===== config.mk =====
export PLATFORM = sky130hd
export DESIGN_NAME = popcount_pattern_gen_flat
export DESIGN_NICKNAME = d
export VERILOG_FILES = /design/src/rtl/popcount_pattern_gen_pkg.sv /design/src/rtl/popcount_pattern_gen_if.sv /design/src/rtl/popcount_pattern_gen_next_comb.sv /design/src/rtl/popcount_pattern_gen.sv /design/src/flat_wrapper.sv
export SDC_FILE = /design/constraint.sdc
export NUM_CORES = 1
export LEC_CHECK = 0
export BUFFER_PORTS_ARGS = -buffer_cell sky130_fd_sc_hd__buf_2
export CORE_MARGIN = 5
export CORE_UTILIZATION = 52
export CTS_BUF_LIST = sky130_fd_sc_hd__clkbuf_4 sky130_fd_sc_hd__clkbuf_8
export DETAILED_ROUTE_END_ITERATION = 16
export MAX_ROUTING_LAYER = met4
export PLACE_DENSITY = 0.8
export SLEW_MARGIN = 25
export SYNTH_ARGS = -nofsm -noshare
export SYNTH_HDL_FRONTEND = slang
export SYNTH_SLANG_ARGS = --single-unit

===== constraint.sdc =====
create_clock -name clk -period 2.8 [get_ports clk]
set_input_delay 0.28 -clock clk [delete_from_list [all_inputs] [get_ports clk]]
set_output_delay 0.28 -clock clk [all_outputs]
set_load 0.005 [all_outputs]

===== src/rtl/popcount_pattern_gen_pkg.sv =====
// rtl/popcount_pattern_gen_pkg.sv - shared types and pattern helpers for popcount_pattern_gen
package popcount_pkg;

    typedef enum logic {
        IDLE = 1'b0,
        RUN  = 1'b1
    } state_t;

    // Widest pattern the helpers can describe; callers narrow the result to their own width.
    localparam int MAX_W = 32;

    // Smallest pattern with k ones: the k low bits set.
    function automatic logic [MAX_W-1:0] first_pattern(input int k);
        logic [MAX_W-1:0] v;
        v = '0;
        for (int i = 0; i < MAX_W; i++) begin
            if (i < k) v[i] = 1'b1;
        end
        return v;
    endfunction

    // Largest w-bit pattern with k ones: the k high bits of the w-bit field set.
    function automatic logic [MAX_W-1:0] last_pattern(input int k, input int w);
        if (k > w) return '0;
        return first_pattern(k) << (w - k);
    endfunction

endpackage


===== src/rtl/popcount_pattern_gen_if.sv =====
// rtl/popcount_pattern_gen_if.sv - request and pattern stream bundle for popcount_pattern_gen
interface popcount_pattern_gen_if #(
    parameter int W  = 4,
    parameter int CW = $clog2(W + 1)
);
    logic          req_valid;
    logic          req_ready;
    logic [CW-1:0] req_k;
    logic          out_valid;
    logic          out_ready;
    logic [W-1:0]  out_pattern;
    logic          out_last;
    logic [W-1:0]  out_index;
    logic          err;

    modport master (
        output req_valid, req_k, out_ready,
        input  req_ready, out_valid, out_pattern, out_last, out_index, err
    );

    modport slave (
        input  req_valid, req_k, out_ready,
        output req_ready, out_valid, out_pattern, out_last, out_index, err
    );
endinterface


===== src/rtl/popcount_pattern_gen_next_comb.sv =====
// rtl/popcount_pattern_gen_next_comb.sv - combinational next pattern with equal popcount
module next_comb #(
    parameter int W = 4
) (
    input  logic [W-1:0] i_x,
    output logic [W-1:0] o_next
);
    localparam int TW = (W > 1) ? $clog2(W) : 1;

    // One extra bit so the carry out of the lowest run of ones is not lost.
    logic [W:0]    w_x;
    logic [W:0]    w_c;
    logic [W:0]    w_r;
    logic [TW-1:0] w_ctz;

    assign w_x = {1'b0, i_x};
    assign w_c = w_x & (-w_x);
    assign w_r = w_x + w_c;

    // Trailing-zero count: position of the lowest set bit of the input.
    always_comb begin
        w_ctz = '0;
        for (int i = W - 1; i >= 0; i--) begin
            if (i_x[i]) w_ctz = TW'(i);
        end
    end

    assign o_next = W'((((w_r ^ w_x) >> 2) >> w_ctz) | w_r);
endmodule


===== src/rtl/popcount_pattern_gen.sv =====
// rtl/popcount_pattern_gen.sv - streams every W-bit pattern with a requested popcount
module popcount_pattern_gen #(
    parameter int W  = 4,
    parameter int CW = $clog2(W + 1)
) (
    input logic                 clk,
    input logic                 rst,
    popcount_pattern_gen_if.slave s_if
);
    import popcount_pkg::*;

    state_t        r_state,   w_state_nxt;
    logic [CW-1:0] r_k,       w_k_nxt;
    logic [W-1:0]  r_pattern, w_pattern_nxt;
    logic [W-1:0]  r_index,   w_index_nxt;
    logic          r_last,    w_last_nxt;
    logic          r_err,     w_err_nxt;

    logic [W-1:0]  w_next;
    logic [W-1:0]  w_first_req;
    logic [W-1:0]  w_last_req;
    logic [W-1:0]  w_last_cur;

    next_comb #(.W(W)) u_next_comb (
        .i_x    (r_pattern),
        .o_next (w_next)
    );

    assign w_first_req = W'(first_pattern(int'(s_if.req_k)));
    assign w_last_req  = W'(last_pattern(int'(s_if.req_k), W));
    assign w_last_cur  = W'(last_pattern(int'(r_k), W));

    // Every output comes straight from a register; none depends on this cycle's inputs.
    assign s_if.req_ready   = (r_state == IDLE);
    assign s_if.out_valid   = (r_state == RUN);
    assign s_if.out_pattern = r_pattern;
    assign s_if.out_last    = r_last;
    assign s_if.out_index   = r_index;
    assign s_if.err         = r_err;

    // Next-state and next-register values: accept or reject a request, then walk the patterns.
    always_comb begin
        w_state_nxt   = r_state;
        w_k_nxt       = r_k;
        w_pattern_nxt = r_pattern;
        w_index_nxt   = r_index;
        w_last_nxt    = r_last;
        w_err_nxt     = 1'b0;
        case (r_state)
            IDLE: begin
                if (s_if.req_valid) begin
                    if (int'(s_if.req_k) > W) begin
                        w_err_nxt = 1'b1;
                    end else begin
                        w_k_nxt       = s_if.req_k;
                        w_pattern_nxt = w_first_req;
                        w_index_nxt   = '0;
                        w_last_nxt    = (w_first_req == w_last_req);
                        w_state_nxt   = RUN;
                    end
                end
            end
            RUN: begin
                if (s_if.out_ready) begin
                    if (r_last) begin
                        w_state_nxt = IDLE;
                    end else begin
                        w_pattern_nxt = w_next;
                        w_index_nxt   = r_index + W'(1);
                        w_last_nxt    = (w_next == w_last_cur);
                    end
                end
            end
            default: w_state_nxt = IDLE;
        endcase
    end

    // State and datapath registers; reset aborts any stream immediately.
    always_ff @(posedge clk or negedge rst) begin
        if (!rst) begin
            r_state   <= IDLE;
            r_k       <= '0;
            r_pattern <= '0;
            r_index   <= '0;
            r_last    <= 1'b0;
            r_err     <= 1'b0;
        end else begin
            r_state   <= w_state_nxt;
            r_k       <= w_k_nxt;
            r_pattern <= w_pattern_nxt;
            r_index   <= w_index_nxt;
            r_last    <= w_last_nxt;
            r_err     <= w_err_nxt;
        end
    end
endmodule


===== src/flat_wrapper.sv =====
// flat-port wrapper written by rule: the top's interface ports become plain ports
module popcount_pattern_gen_flat import popcount_pkg::*;
#(
    parameter int W  = 4,
    parameter int CW = $clog2(W + 1)
)
  (clk, rst, s_if_req_valid, s_if_req_k, s_if_out_ready, s_if_req_ready, s_if_out_valid, s_if_out_pattern, s_if_out_last, s_if_out_index, s_if_err);
  popcount_pattern_gen_if #(.W(W), .CW(CW)) s_if_i ();
  input logic clk;
  input logic rst;
  input wire logic [$bits(s_if_i.req_valid)-1:0] s_if_req_valid;
  input wire logic [$bits(s_if_i.req_k)-1:0] s_if_req_k;
  input wire logic [$bits(s_if_i.out_ready)-1:0] s_if_out_ready;
  output wire logic [$bits(s_if_i.req_ready)-1:0] s_if_req_ready;
  output wire logic [$bits(s_if_i.out_valid)-1:0] s_if_out_valid;
  output wire logic [$bits(s_if_i.out_pattern)-1:0] s_if_out_pattern;
  output wire logic [$bits(s_if_i.out_last)-1:0] s_if_out_last;
  output wire logic [$bits(s_if_i.out_index)-1:0] s_if_out_index;
  output wire logic [$bits(s_if_i.err)-1:0] s_if_err;
  assign s_if_i.req_valid = s_if_req_valid;
  assign s_if_i.req_k = s_if_req_k;
  assign s_if_i.out_ready = s_if_out_ready;
  assign s_if_req_ready = s_if_i.req_ready;
  assign s_if_out_valid = s_if_i.out_valid;
  assign s_if_out_pattern = s_if_i.out_pattern;
  assign s_if_out_last = s_if_i.out_last;
  assign s_if_out_index = s_if_i.out_index;
  assign s_if_err = s_if_i.err;
  popcount_pattern_gen #(.W(W), .CW(CW)) u_core (.clk(clk), .rst(rst), .s_if(s_if_i));
endmodule

Yosys cells after proc, flatten, opt, wreduce, memory -nomap -nowiden
Index checks and enable logic that the tools add are counted.

cells by class
  magnitude comparators = 16
  equal/unequal tests = 6
  multiplexer cells = 60
  shift-type cells = 3
  reductions and logical operators = 3
  add/subtract/negate cells = 5
  bitwise logic cells = 5

operators with widths
  kind                   number
  $shl A7 B32 Y4         2
  $mux W4                12
  $mux W1                40
  $lt A3 B3 Y1 const A   6
  $pmux W4 S2            2
  $lt A1 B3 Y1 const A   4
  $lt A2 B3 Y1 const A   4
  $eq A4 B4 Y1           2
  $mux W2                4
  $ne A2 B2 Y1 const B   4
  $sub A3 B3 Y4 const A  2
  $gt A3 B3 Y1 const B   2
  $reduce_and A3 Y1      2
  $add A4 B5 Y5          1
  $and A4 B5 Y5          1
  $neg A4 Y5             1
  $xor A5 B4 Y5          1
  $add A4 B1 Y4 const B  1
  $or A4 B4 Y4           1
  $pmux W1 S2            2
  $reduce_and A4 Y1      1
  $shr A3 B2 Y4          1
  $not A1 Y1             2

word-level totals
  register bits = 14
  output and inout bits = 12
  bits of input ports = 7
  logic and storage cells = 104

Longest topological paths before layout
Gate-level depths: netlist (run 1).

  depth after elaboration = 10
  mapped depth = 10
  gate-level depth less buffers = 9

By module
Synthesis (run 1) repeated with hierarchy kept, for this count alone.

second synthesis, totals
  cells, all modules = 108
  area, all modules = 967.2 µm²

by module, submodules not included
  module                cells each  area an instance (µm²)  times used  sequential area each (µm²)
  popcount_pattern_gen  95          898.4                   1           350.3
  next_comb             13          68.8                    1           0.0

Worst setup path before layout (run 1)
No wires, ideal clock.

  kind = flip-flop to flip-flop
  start point = register u_core.r_k[0]
  end point = register u_core.r_last (netlist: u_core.s_if.out_last)
  clock period less this slack = 1.819 ns
  library setup time = 0.077 ns
  arrival time = 1.741 ns
  data required time = 2.723 ns
  cell stages (with the launch flop) = 11
  setup slack = 0.981 ns
  buffers on the path = 1
  cells stage by stage = dfrtp_1 -> buf_6 -> inv_1 -> ha_1 -> inv_1 -> ha_1 -> nor3b_1 -> nand4_1 -> a21oi_1 -> o221ai_1 -> a21oi_1

between the ends
  longest elaborated chain between the ends = 9
  elaborated cells on any way between the ends = 30
  those cells by class = 1 x add/sub; 8 x order compare; 1 x eq/ne; 1 x shift; 19 x mux

ends and longest elaborated chain
  element                               RTL line                        text
  from (decl)                           popcount_pattern_gen.sv:13      logic [CW-1:0] r_k, w_k_nxt;
  from (signal assigned)                popcount_pattern_gen.sv:89      r_k <= w_k_nxt;
  $lt A1 B3 Y1 (tied with other cells)  popcount_pattern_gen_pkg.sv:17  if (i < k) v[i] = 1'b1;
  $mux W1                               popcount_pattern_gen_pkg.sv:17
  $mux W1                               popcount_pattern_gen_pkg.sv:25  return first_pattern(k) << (w - k);
  $shl A7 B32 Y4                        popcount_pattern_gen_pkg.sv:25
  $mux W4 (*)                           popcount_pattern_gen_pkg.sv:25
  $eq A4 B4 Y1 (*)                      popcount_pattern_gen.sv:70      w_last_nxt = (w_next == w_last_cur);
  $mux W1 (*)                           popcount_pattern_gen.sv:65      if (r_last) begin
  $mux W1 (*)                           popcount_pattern_gen.sv:64      if (s_if.out_ready) begin
  $pmux W1 S2 (*)                       popcount_pattern_gen.sv:49      case (r_state)
  to (signal assigned)                  popcount_pattern_gen.sv:92      r_last <= w_last_nxt;
  to (decl)                             popcount_pattern_gen.sv:16      logic r_last, w_last_nxt;

Every way passes the cells marked *; elsewhere a longest branch is shown, timed or not. The select of a mux whose other input is x is not followed.
A chain may end at the register's enable or synchronous reset.

Final worst setup path (run 1)
Ends and elaborated chain as after synthesis.

==> insert_results.sql, run 1 <==
INSERT INTO impl_metrics (metric_group, metric, value, unit) VALUES
('grt', 'grt_first_pass_wirelength', '3.89', 'mm'),
('sta', 'grt_setup_unrepaired', 'false', ''),
('sta', 'fin_skew', '0.00655', 'ns'),
('routing', 'wl', '2.23', 'mm'),
('cells_and_area', 'layout-area-overhead-vs-synth', '15.6', '%'),
('min_path', 'worstHoldPathType', 'in -> reg', ''),
('grt', 'globalRoute.totalOverflow', '0', ''),
('floorplanning', 'core_region_area', '0.00173', 'sq mm'),
('clock_network', 'h-tree-depth', '1', ''),
('place', 'portBuffers', '18', ''),
('worst_setup_path', 'timing.critical_path.from_type', 'register', ''),
('floorplanning', 'chipHeight', '52.7', 'um'),
('routing', 'violation_count_after_the_first_detailed_route_iteration', '43', ''),
('sta', 'period_needed', '2.24', 'ns'),
('grt', 'antenna_found_initial', '0', ''),
('synth', 'synth.area.top_cells', 'sky130_fd_sc_hd__dfrtp_1 (37%), sky130_fd_sc_hd__ha_1 (6.6%), sky130_fd_sc_hd__o21ai_0 (5.3%)', ''),
('worst_setup_path', 'r2r_cells', '9', ''),
('flow_run', 'cap_violations', '0', ''),
('min_path', 'min_from', 's_if_req_k[0]', ''),
('synth', 'synth.distinct_cells', '40', ''),
('floorplanning', 'die_width', '52.7', 'um'),
('floorplanning', 'design.die.area', '0.00278', 'sq mm'),
('sta', 'period_share', '0.798', ''),
('clock_network', 'tritoncts', 'built', ''),
('sta', 'timing.max_slew.rel_slack', '0.628', ''),
('worst_setup_path', 'regToRegEndpoint', 'u_core.s_if.out_last', ''),
('clock_network', 'clk_pin_slew_worst_paths', '0.09', 'ns'),
('place', 'gpl.final_weighted_congestion', '0.889', ''),
('synth', 'synth_area_per_cell', '9.11', 'sq um'),
('floorplanning', 'std_cell_rows', '15', ''),
('worst_setup_path', 'crit_path_cell_trace', 'inv_1 > ha_1 > inv_1 > ha_1 > nor3b_1 > nand4_1 > a21oi_1 > o221ai_1 > a21oi_1', ''),
('synth', 'share_of_the_synthesized_area_in_the_top_cell_type', '0.370', ''),
('cells_and_area', 'insertedDiodeCount', '0', ''),
('min_path', 'whs_endpoint', 'u_core.r_k[0]', ''),
('sta', 'max_freq', '447', 'MHz'),
('cells_and_area', 'fin_nets', '137', ''),
('sta', 'final_max_slew_viol_count', '0', ''),
('synth', 'post_synth_arst_share', '1.00', ''),
('synth', 'synth_edf_count', '0', ''),
('routing', 'post-route-drc-count', '0', ''),
('worst_setup_path', 'critical_path_class', 'reg -> reg', ''),
('routing', 'wire_per_inst', '15.0', 'um'),
('worst_setup_path', 'critPathBufInv', '2', ''),
('clock_network', 'clock_tree.root_cell', 'sky130_fd_sc_hd__clkbuf_4', ''),
('grt', 'first_global_vias', '859', ''),
('power', 'irDropWorstVdd', '0.563', 'mV'),
('worst_setup_path', 'critical-path-top-delay-family', 'simple AND/OR/NAND/NOR gates', ''),
('clock_network', 'cts_made_buffers', '3', ''),
('clock_network', 'post_cts_repair_timing_setup_buffer_count', '0', ''),
('run_status', 'status', 'completed', ''),
('worst_setup_path', 'regToRegSetupSlack', '0.56', 'ns'),
('synth', 'post-synth-top-count-cell', 'sky130_fd_sc_hd__dfrtp_1', ''),
('synth', 'yosys.area.top_type', 'sky130_fd_sc_hd__dfrtp_1', ''),
('synth', 'syn-cell-area', '947', 'sq um'),
('worst_setup_path', 'crit_fanout', '10', ''),
('worst_setup_path', 'timing.critical_path.slowest_cell_delay', '0.48', 'ns'),
('cells_and_area', 'fraction_of_layout_cells_with_a_size_suffix_above_1', '0.250', ''),
('worst_setup_path', 'worst-endpoint-arrival', '2.45', 'ns'),
('sta', 'final_hold_viol_count', '0', ''),
('cells_and_area', 'n_fill_cell', '154', ''),
('min_path', 'hold-path-cell-count', '3', ''),
('routing', 'vias_per_cell', '5.82', ''),
('grt', 'globalRouteTotalUtil', '0.194', ''),
('power', 'total_power', '1.18', 'mW'),
('clock_network', 'cts.path.max_buffers', '2', ''),
('sta', 'setup-violations-final', '0', ''),
('grt', 'maximum_number_of_pins_on_one_net_before_global_route_repair', '15', ''),
('sta', 'final.hold.worst_slack', '0.247', 'ns'),
('worst_setup_path', 'worstPathRequired', '3.02', 'ns'),
('clock_network', 'cts.sinks', '14', ''),
('power', 'pwr_density_cell', '1080', 'mW/mm^2');
through the flow:
| step | cells | setup slack (ns) | utilization | cell area [sq um] |
|---|---|---|---|---|
| floorplan | 104 | 0.981 | - | 947 |
| global placement | 144 | 0.762 | 0.607 | 1050 |
| detailed placement | 144 | 0.689 | 0.607 | 1050 |
| CTS | 149 | 0.585 | 0.634 | 1090 |
| global route | 149 | 0.366 | 0.634 | 1090 |
| finish | 149 | 0.565 | 0.634 | 1090 |
tightest hold or removal path, delay by kind of cell:
family | cells | cell delay [ns]
AOI/OAI and AO/OA | 1 | 0.06
and+or+nand+nor | 1 | 0.05
buffers and inverters | 1 | 0.11
power by group:
group | internal (mW) | switching (mW)
logic | 0.274 | 0.331
registers | 0.279 | 0.147
clock network | 0.0791 | 0.0699
cells by family after synthesis:
family                     share of synthesized area
DFF                                            0.370
and+or+nand+nor                                0.211
buffers and inverters                         0.0647
xor gates and xnor gates                      0.0185
muxes                                         0.0238
adders and majority gates                     0.0661
AOI/OAI and AO/OA                              0.246
flip-flops by register name (all words and copies together), names as in the netlist:
name	cells
u_core.s_if.out_index	4
u_core.s_if.out_pattern	4
u_core.r_k	3
u_core.s_if.err	1
u_core.s_if.out_last	1
u_core.s_if.out_valid	1
cells in the final DEF (no fill, tap or decap), types with 2 or more instances in the layout:
cell	Yosys	final
sky130_fd_sc_hd__a21oi_1	6	6
sky130_fd_sc_hd__dfrtp_1	14	14
sky130_fd_sc_hd__ha_1	5	5
sky130_fd_sc_hd__nand2b_1	2	2
sky130_fd_sc_hd__nand2_1	13	13
sky130_fd_sc_hd__clkbuf_4	0	3
sky130_fd_sc_hd__inv_1	9	9
sky130_fd_sc_hd__nand4_1	2	2
sky130_fd_sc_hd__o31ai_1	4	4
sky130_fd_sc_hd__nor3b_1	2	2
sky130_fd_sc_hd__nor2_1	4	4
sky130_fd_sc_hd__buf_2	1	18
sky130_fd_sc_hd__mux2_2	2	2
sky130_fd_sc_hd__nand3_1	2	2
sky130_fd_sc_hd__o21ai_0	10	10
sky130_fd_sc_hd__nor2b_1	2	2
sky130_fd_sc_hd__xor2_1	2	2
final cells by class:
cell class                      count  area (sq um)  share of cell area
Tap cell                           25          31.3              0.0286
Timing Repair Buffer               20           108              0.0983
Sequential cell                    14           350               0.320
Inverter                            9          33.8              0.0309
Clock buffer                        4          36.3              0.0331
Multi-Input combinational cell     77           536               0.489
worst max path at each step:
stage,cells after the start,startpoint,to
floorplan,10,u_core.r_k[0],u_core.s_if.out_last
global placement,9,s_if_req_k[0],u_core.s_if.out_index[0]
detailed placement,9,u_core.r_k[0],u_core.s_if.out_last
CTS,9,u_core.r_k[0],u_core.s_if.out_last
global route,9,u_core.r_k[0],u_core.s_if.out_last
finish,9,u_core.r_k[0],u_core.s_if.out_last
metal layers:
metal,track usage,part of all wire
met1,0.247,0.44
met2,0.306,0.48
met3,0.0370,0.067
met4,0.0681,0.0090
met5,-,0
what timing repair did:
action / CTS / global route
hold buffers: 1 / 0
hold endpoints to repair: 14 / 0
gates resized for setup: 0 / 0
No activity file was read; power rests on OpenSTA's default activity.
==> run 2: changes to the inputs <==
--- a/config.mk
+++ b/config.mk
@@ -7,7 +7,7 @@
 export LEC_CHECK = 0
 export BUFFER_PORTS_ARGS = -buffer_cell sky130_fd_sc_hd__buf_2
 export CORE_MARGIN = 5
-export CORE_UTILIZATION = 52
+export CORE_UTILIZATION = 50
 export CTS_BUF_LIST = sky130_fd_sc_hd__clkbuf_4 sky130_fd_sc_hd__clkbuf_8
 export DETAILED_ROUTE_END_ITERATION = 16
 export MAX_ROUTING_LAYER = met4
==> constraint.sdc (replaced) <==
create_clock -name clk -period 2.05 [get_ports clk]
set_input_delay 0.205 -clock clk [delete_from_list [all_inputs] [get_ports clk]]
set_output_delay 0.205 -clock clk [all_outputs]
set_load 0.005 [all_outputs]
==> insert_results.sql, run 2 (synthesis gave the netlist of run 1 again) <==
INSERT INTO impl_metrics (metric_group, metric, value, unit) VALUES
('run_status', 'status', 'completed', ''),
('clock_network', 'cts.sinks', '14', ''),
('grt', 'first_global_vias', '825', ''),
('sta', 'timing_worst_slew_pin_value', '0.370', 'ns'),
('sta', 'fin_skew', '0.00550', 'ns'),
('grt', 'grt_first_pass_wirelength', '3.54', 'mm'),
('routing', 'number_of_nets_still_failing_antenna_checks_after_routing', '0', ''),
('sta', 'final.hold.worst_slack', '0.182', 'ns'),
('floorplanning', 'std_cell_rows', '15', ''),
('cells_and_area', 'fin_nets', '139', ''),
('place', 'place_inst', '146', ''),
('clock_network', 'cts_made_buffers', '3', ''),
('power', 'pwr_density_cell', '1470', 'mW/mm^2'),
('sta', 'final_hold_viol_count', '0', ''),
('clock_network', 'tritoncts', 'built', ''),
('grt', 'globalRouteTotalUtil', '0.176', ''),
('routing', 'wl', '2.14', 'mm'),
('sta', 'final_critical_path_setup_slack', '0.140', 'ns'),
('cells_and_area', 'top_library_cells_by_usage_in_the_layout_fill_and_taps_aside', 'sky130_fd_sc_hd__buf_2 (18), sky130_fd_sc_hd__dfrtp_1 (14), sky130_fd_sc_hd__nand2_1 (13)', ''),
('sta', 'timing.max_slew.rel_slack', '0.750', ''),
('cells_and_area', 'stdcell_count', '151', ''),
('clock_network', 'h-tree-depth', '1', ''),
('sta', 'period_needed', '1.91', 'ns'),
('routing', 'violation_count_after_the_first_detailed_route_iteration', '22', ''),
('sta', 'final_max_slew_viol_count', '0', ''),
('worst_setup_path', 'critical_path_class', 'reg -> reg', ''),
('sta', 'totalNegativeSetupSlack', '0', 'ns'),
('floorplanning', 'start_util', '0.537', ''),
('clock_network', 'clk_pin_slew_worst_paths', '0.08', 'ns'),
('power', 'total_power', '1.64', 'mW'),
('clock_network', 'clock_tree.root_cell', 'sky130_fd_sc_hd__clkbuf_4', ''),
('routing', 'vias_per_cell', '5.73', ''),
('clock_network', 'post_cts_repair_timing_setup_buffer_count', '0', ''),
('worst_setup_path', 'crit_fanout', '6', ''),
('floorplanning', 'die_width', '53.5', 'um'),
('worst_setup_path', 'timing.critical_path.from_type', 'register', ''),
('worst_setup_path', 'worst-endpoint-arrival', '2.07', 'ns'),
('place', 'detailedPlacementHpwl', '1.61', 'mm'),
('worst_setup_path', 'worstPathRequired', '2.21', 'ns'),
('flow_run', 'cap_violations', '0', ''),
('clock_network', 'cts.path.max_buffers', '2', ''),
('routing', 'wire_per_inst', '14.2', 'um'),
('grt', 'maximum_number_of_pins_on_one_net_before_global_route_repair', '15', ''),
('power', 'p_leak', '0.521', 'nW'),
('place', 'placed_cell_area', '0.00106', 'sq mm'),
('place', 'portBuffers', '18', ''),
('cells_and_area', 'fraction_of_layout_cells_with_a_size_suffix_above_1', '0.270', ''),
('grt', 'antenna_found_initial', '0', ''),
('floorplanning', 'chipHeight', '53.5', 'um'),
('clock_network', 'worstSkewPairLatency', '0.28', 'ns'),
('place', 'gpl.final_weighted_congestion', '0.828', ''),
('cells_and_area', 'layout.area.seq', '350', 'sq um'),
('cells_and_area', 'layout-area-overhead-vs-synth', '17.7', '%'),
('routing', 'detailroute.via_count', '865', ''),
('power', 'irDropWorstVdd', '0.807', 'mV'),
('cells_and_area', 'multi_input_comb_area', '541', 'sq um'),
('routing', 'drt_first_pass_iters', '4', ''),
('cells_and_area', 'final_core_util', '0.632', ''),
('floorplanning', 'core_region_area', '0.00176', 'sq mm'),
('floorplanning', 'ios', '19', ''),
('cells_and_area', 'n_fill_cell', '162', ''),
('cells_and_area', 'layout.cell_area.non_filler', '0.00111', 'sq mm'),
('grt', 'globalRoute.totalOverflow', '0', ''),
('floorplanning', 'design.die.area', '0.00286', 'sq mm'),
('cells_and_area', 'insertedDiodeCount', '0', ''),
('sta', 'setup-violations-final', '0', ''),
('sta', 'period_share', '0.932', ''),
('min_path', 'worstHoldPathType', 'in -> reg', ''),
('routing', 'post-route-drc-count', '0', ''),
('worst_setup_path', 'crit_path_end_kind', 'register', ''),
('cells_and_area', 'layout_commonest_cell', 'sky130_fd_sc_hd__buf_2', ''),
('sta', 'grt_setup_unrepaired', 'false', ''),
('sta', 'max_freq', '524', 'MHz'),
('place', 'dpl_worst_slack', '0.106', 'ns');
run 2: per-layer routing:
layer	up-vias	GRT usage	share of wire
met5	-	-	0
met4	0	0.0553	0.021
met3	7	0.0563	0.080
met2	43	0.290	0.49
met1	393	0.203	0.41
li1	422	-	-
run 2: area by class of cell:
| type | count | share of cell area |
|---|---|---|
| multi-input cells | 77 | 0.485 |
| flip-flops and latches | 14 | 0.314 |
| repair buffers | 22 | 0.110 |
| clock buffers | 4 | 0.0325 |
| inverters | 9 | 0.0303 |
| well taps | 25 | 0.0281 |
run 2: worst paths after layout:
check,from,endpoint,slack (ns),cells past startpoint
max,u_core.r_k[1],u_core.s_if.out_last,0.14,7
min,s_if_req_valid,u_core.s_if.err,0.18,2
max reg2reg,u_core.r_k[1],u_core.s_if.out_last,0.14,7
min reg2reg,u_core.s_if.out_index[1],u_core.s_if.out_index[1],0.53,2
max in group asynchronous,rst,u_core.r_k[1],1.47,2
min in group asynchronous,rst,u_core.s_if.out_index[3],0.34,2
run 2: worst max-delay path, cell delays in order, from the launching register on:
cell and delay (ns):
sky130_fd_sc_hd__dfrtp_1 0.44, sky130_fd_sc_hd__inv_1 0.08, sky130_fd_sc_hd__ha_1 0.37, sky130_fd_sc_hd__o21ai_0 0.19, sky130_fd_sc_hd__a2111oi_4 0.36, sky130_fd_sc_hd__nand4b_1 0.15
sky130_fd_sc_hd__o221ai_1 0.10, sky130_fd_sc_hd__a21oi_1 0.10
run 2: timing repair:
action                                  4_1_cts  5_1_grt
gates resized for setup                       0        1
endpoints found under the hold margin        14        0
endpoints found under the setup margin        0        1
hold buffers                                  1        0
run 2: where the power goes:
group / internal (mW) / leakage [nW] / switching, mW
combinational: 0.403 / 0.328 / 0.481
sequential: 0.381 / 0.172 / 0.173
clock: 0.108 / 0.0210 / 0.0908
total: 0.892 / 0.521 / 0.745
